==> src/rtl/muldiv_ctrl_pkg.sv <==
// Shared definitions for the HI/LO multiply/divide sequencer: op codes,
// FSM encoding and the default multiplier pipeline depth.
package muldiv_ctrl_pkg;

  typedef enum logic [1:0] {
    OP_MULT  = 2'b00,
    OP_MULTU = 2'b01,
    OP_DIV   = 2'b10,
    OP_DIVU  = 2'b11
  } op_e;

  typedef enum logic [2:0] {
    ST_IDLE     = 3'd0,
    ST_MUL      = 3'd1,
    ST_DIV_REQ  = 3'd2,
    ST_DIV_WAIT = 3'd3,
    ST_DONE     = 3'd4
  } state_e;

  localparam int unsigned MUL_LAT_DEF = 2;
  localparam int unsigned CNT_W       = 3;

endpackage

==> src/rtl/muldiv_ctrl.sv <==
// Sequences mult/multu/div/divu through external multiplier and divider IP
// and produces a single HI/LO write per committed instruction.
//
// state       | meaning
// ST_IDLE     | waiting for an accepted start
// ST_MUL      | multiplier pipeline running, counter to product capture
// ST_DIV_REQ  | operands offered to divider, waiting for s_ready
// ST_DIV_WAIT | divider busy; drains even when cancelled
// ST_DONE     | result held, done=1 until EXE leaves (ack) or flush
module muldiv_ctrl
  import muldiv_ctrl_pkg::*;
#(
  parameter int unsigned MUL_LAT = MUL_LAT_DEF
) (
  input  logic        clk,
  input  logic        reset,
  input  logic        start,
  input  logic [1:0]  op,
  input  logic [31:0] src1,
  input  logic [31:0] src2,
  input  logic        flush,
  input  logic        m1s_ex,
  input  logic        ack,
  output logic        done,
  output logic        busy,
  output logic        hilo_we,
  output logic [31:0] hi_wdata,
  output logic [31:0] lo_wdata,
  output logic [31:0] mul_a,
  output logic [31:0] mul_b,
  output logic        mul_signed,
  input  logic [63:0] mul_prod,
  output logic        div_s_valid,
  input  logic        div_s_ready,
  output logic        div_signed,
  output logic [31:0] div_dividend,
  output logic [31:0] div_divisor,
  input  logic        div_dout_valid,
  input  logic [31:0] div_quot,
  input  logic [31:0] div_rem
);

  state_e           state_q, state_d;
  logic [CNT_W-1:0] cnt_q, cnt_d;
  logic             cancel_q, cancel_d;
  logic             first_q, first_d;
  logic             gap_q, gap_d;
  logic [31:0]      src1_q, src1_d, src2_q, src2_d;
  logic             mul_signed_q, mul_signed_d, div_signed_q, div_signed_d;
  logic [31:0]      hi_q, hi_d, lo_q, lo_d;
  logic             done_q, done_d, busy_q, busy_d, div_s_valid_q, div_s_valid_d;

  always_comb begin
    state_d      = state_q;
    cnt_d        = cnt_q;
    cancel_d     = cancel_q;
    first_d      = 1'b0;
    gap_d        = 1'b0;
    src1_d       = src1_q;
    src2_d       = src2_q;
    mul_signed_d = mul_signed_q;
    div_signed_d = div_signed_q;
    hi_d         = hi_q;
    lo_d         = lo_q;
    unique case (state_q)
      ST_IDLE: begin
        // gap_q blocks a still-asserted start from re-issuing the instruction just retired
        if (start && !flush && !m1s_ex && !gap_q) begin
          src1_d       = src1;
          src2_d       = src2;
          mul_signed_d = (op_e'(op) == OP_MULT);
          div_signed_d = (op_e'(op) == OP_DIV);
          if (!op[1]) begin
            state_d = ST_MUL;
            cnt_d   = CNT_W'(MUL_LAT - 1);
          end else begin
            state_d = ST_DIV_REQ;
          end
        end
      end
      ST_MUL: begin
        if (flush) begin
          state_d = ST_IDLE;
          cnt_d   = '0;
        end else if (cnt_q == '0) begin
          hi_d    = mul_prod[63:32];
          lo_d    = mul_prod[31:0];
          state_d = ST_DONE;
          first_d = 1'b1;
        end else begin
          cnt_d = cnt_q - CNT_W'(1);
        end
      end
      ST_DIV_REQ: begin
        if (flush) cancel_d = 1'b1;
        if (div_s_ready) state_d = ST_DIV_WAIT;
      end
      ST_DIV_WAIT: begin
        if (div_dout_valid) begin
          if (cancel_q || flush) begin
            state_d  = ST_IDLE;
            cancel_d = 1'b0;
          end else begin
            lo_d    = div_quot;
            hi_d    = div_rem;
            state_d = ST_DONE;
            first_d = 1'b1;
          end
        end else if (flush) begin
          cancel_d = 1'b1;
        end
      end
      ST_DONE: begin
        if (flush) begin
          state_d = ST_IDLE;
        end else if (ack) begin
          state_d = ST_IDLE;
          gap_d   = 1'b1;
        end
      end
      default: state_d = ST_IDLE;
    endcase
    done_d        = (state_d == ST_DONE);
    busy_d        = (state_d != ST_IDLE);
    div_s_valid_d = (state_d == ST_DIV_REQ);
  end

  always_ff @(posedge clk) begin
    if (reset) begin
      state_q       <= ST_IDLE;
      cnt_q         <= '0;
      cancel_q      <= 1'b0;
      first_q       <= 1'b0;
      gap_q         <= 1'b0;
      src1_q        <= '0;
      src2_q        <= '0;
      mul_signed_q  <= 1'b0;
      div_signed_q  <= 1'b0;
      hi_q          <= '0;
      lo_q          <= '0;
      done_q        <= 1'b0;
      busy_q        <= 1'b0;
      div_s_valid_q <= 1'b0;
    end else begin
      state_q       <= state_d;
      cnt_q         <= cnt_d;
      cancel_q      <= cancel_d;
      first_q       <= first_d;
      gap_q         <= gap_d;
      src1_q        <= src1_d;
      src2_q        <= src2_d;
      mul_signed_q  <= mul_signed_d;
      div_signed_q  <= div_signed_d;
      hi_q          <= hi_d;
      lo_q          <= lo_d;
      done_q        <= done_d;
      busy_q        <= busy_d;
      div_s_valid_q <= div_s_valid_d;
    end
  end

  // Exception/flush seen in M1 during the first DONE cycle must still kill the write.
  assign hilo_we      = first_q & ~cancel_q & ~m1s_ex & ~flush;
  assign done         = done_q;
  assign busy         = busy_q;
  assign div_s_valid  = div_s_valid_q;
  assign hi_wdata     = hi_q;
  assign lo_wdata     = lo_q;
  assign mul_a        = src1_q;
  assign mul_b        = src2_q;
  assign mul_signed   = mul_signed_q;
  assign div_dividend = src1_q;
  assign div_divisor  = src2_q;
  assign div_signed   = div_signed_q;

endmodule

==> config.mk <==
export PLATFORM = sky130hd
export DESIGN_NAME = muldiv_ctrl
export DESIGN_NICKNAME = d
export VERILOG_FILES = /design/src/rtl/muldiv_ctrl_pkg.sv /design/src/rtl/muldiv_ctrl.sv
export SDC_FILE = /design/constraint.sdc
export NUM_CORES = 1
export LEC_CHECK = 0
export CORE_AREA = 4 4 154 156
export CTS_CLUSTER_SIZE = 8
export DETAILED_ROUTE_END_ITERATION = 8
export DIE_AREA = 0 0 158 160
export DONT_BUFFER_PORTS = 1
export GPL_ROUTABILITY_DRIVEN = 0
export PLACE_DENSITY_LB_ADDON = 0.15
export SYNTH_ARGS = -nofsm -noshare
export SYNTH_HDL_FRONTEND = slang
export SYNTH_SLANG_ARGS = --single-unit
export TNS_END_PERCENT = 20
==> constraint.sdc <==
create_clock -name clk -period 4 [get_ports clk]
set_clock_uncertainty 0.05 [all_clocks]
set_input_delay 0.6 -clock clk [delete_from_list [all_inputs] [get_ports clk]]
set_output_delay 0.6 -clock clk [all_outputs]
set_load 0.05 [all_outputs]
==> reports/qor.yml <==
run_status:
  status: "complete, no violations"
sta:
  rsz0062_at_grt: "false"
  tightest_slew_ns: 1.11
  whs_ns: 0.211
  maxSlewViolCount: 0
  setup_viol: 0
  min_period_over_period: 0.746
  period_needed_ns: 2.98
  max_freq_mhz: 335
  max_slew_margin: 0.257
  hold_viol: 0
  tns_ns: 0
cts:
  htree_levels: 4
  root_buffer: "clkbuf_16"
  cts.sinks: 142
  cts-hold-fix-buffers: 0
  clk_pin_slew_ns: 0.06
  cts.repair.resized: 0
  cts_buffers: 17
  worstSkewPairLatency_ns: 0.41
  postCtsSetupBuffers: 0
  cts.path.max_buffers: 2
  cts_tree: "done"
synth:
  synth-seq-cells: 142
  syn_area_mm2: 0.00693
  synth_common_cells: "198 x nand2_1, 142 x dfxtp_1, 88 x a21oi_1"
  yosysTopAreaCell: "dfxtp_1"
  synth_nets: 996
  yosysTopAreaCellShare: 0.410
  synth_cells: 792
  synthFlopType: "dfxtp_1"
  synth_edf_count: 0
  ys_async_sr_fraction: 0
  synth.distinct_cells: 39
  synth_warnings: 0
  synth.avg_cell_area_um2: 8.74
  yosysMostFrequentCell: "nand2_1"
  seq_area_frac_synth: 0.410
  synth.top_cells.by_area: "dfxtp_1 41%, nand2_1 11%, a311oi_2 11%, buf_4 7.6%, a21oi_1 6.4%"
route:
  ant_nets: 0
  wl_mm: 21.7
  wl_per_cell_um: 22.2
  viasPerCell: 5.47
  drc: 0
  via_count: 5351
  firstDrtPassIters: 4
  drtIter0Drc: 273
die:
  die-area_mm2: 0.0253
  die-height_um: 160
  die_w_um: 158
  start_util: 0.310
  rows: 55
  coreArea_mm2: 0.0224
  pin_count: 400
layout:
  nFillCells: 2349
  fin_util: 0.315
  finalNonFillerCells: 979
  drive_above_1_share: 0.213
  fin_nets: 886
  syn2layout_area_growth_pct: 1.70
  n_antenna_cell: 0
grt:
  antenna_found_initial: 0
  grt_usage: 0.162
  grt_pass1_wl_mm: 32.3
  grt_pass1_vias: 5461
  grt_overflow: 0
  grt_max_degree: 142
power:
  p_leak_nw: 2.24
  power_mw: 3.39
  power_density_mw_per_mm2: 482
  ir_drop_uv: 170
place:
  place.port_buffers: 0
  place_inst: 948
  dp_hpwl_mm: 15.3
setup_path:
  start_kind: "flop"
  r2r_setup_slack_ns: 1.02
  critPathRequiredTime_ns: 4.22
  cp-end-kind: "flop"
  critPathKind: "flop to flop"
  cp_max_fo: 66
  cp.arrival_ns: 3.20
worst_hold_path:
  hold_path.class: "input pin to flop"
run:
  maxCapViolations: 0
## state kept, by name, summed over array words and instances (netlist names)
name / flops
hi_wdata: 32
mul_signed: 1
div_signed: 1
cnt_q: 3
div_s_valid: 1
div_divisor: 32
lo_wdata: 32
gap_q: 1
busy: 1
state_q: 3
cancel_q: 1
first_q: 1
div_dividend: 32
done: 1
## through the flow
| step | cell area [um2] | worst slack [ns] |
|---|---|---|
| after floorplan | 6930 | 0.971 |
| after global placement | 6470 | 1.12 |
| after detailed placement | 6470 | 1.05 |
| after CTS | 7040 | 1.03 |
| after global routing | 7040 | 0.852 |
| final | 7040 | 1.02 |
## where the power goes
group	internal (mW)	switching, mW
Sequential	1.45	0.237
Combinational	0.0537	0.0820
Clock	0.922	0.647
## worst paths after layout
kind,start,end,cells after the start
min reg2reg,cnt_q[1],cnt_q[1],2
max,state_q[2],hi_wdata[15],6
min,reset,hi_wdata[22],1
max reg2reg,state_q[2],hi_wdata[15],6
## kinds of logic after synthesis
family,after synthesis,synth area share
buffers and inverters,143,0.137
and+or+nand+nor,291,0.181
DFF,142,0.410
AOI/OAI and AO/OA,214,0.268
adders and majority gates,2,0.00361
## worst max-delay path, cell delays in order, from the launching register on
cell	delay, ns
dfxtp_1	0.50
nand3b_1	0.16
buf_4	0.55
or2_4	0.64
and2_4	0.26
buf_12	0.30
a311oi_2	0.17
## cells in the final DEF, fill, tap and decap left out, types with 8 or more instances in the layout
cell type,count
nand3_1,65
a21oi_2,49
a311oi_2,49
buf_4,8
a21oi_1,88
clkbuf_16,17
dfxtp_1,141
nand2_1,197
a311oi_1,16
## metal layers
layer  vias to the layer above  global-route usage  share of wire
li1                       2491                   -              -
met5                         -                   0              0
met3                        24              0.0642          0.097
met1                      2560               0.176           0.37
met2                       276               0.287           0.52
met4                         0              0.0523          0.019
## final cells by class
class / instances / area (um2) / area share
clock buffers: 19 / 433 / 0.0615
clock inverters: 12 / 136 / 0.0194
inverters: 4 / 15.0 / 0.00213
multi-input cells: 507 / 3160 / 0.448
flip-flops and latches: 142 / 2840 / 0.404
well taps: 285 / 357 / 0.0506
repair buffers: 10 / 100 / 0.0142
(Power assumes the default switching activity.)
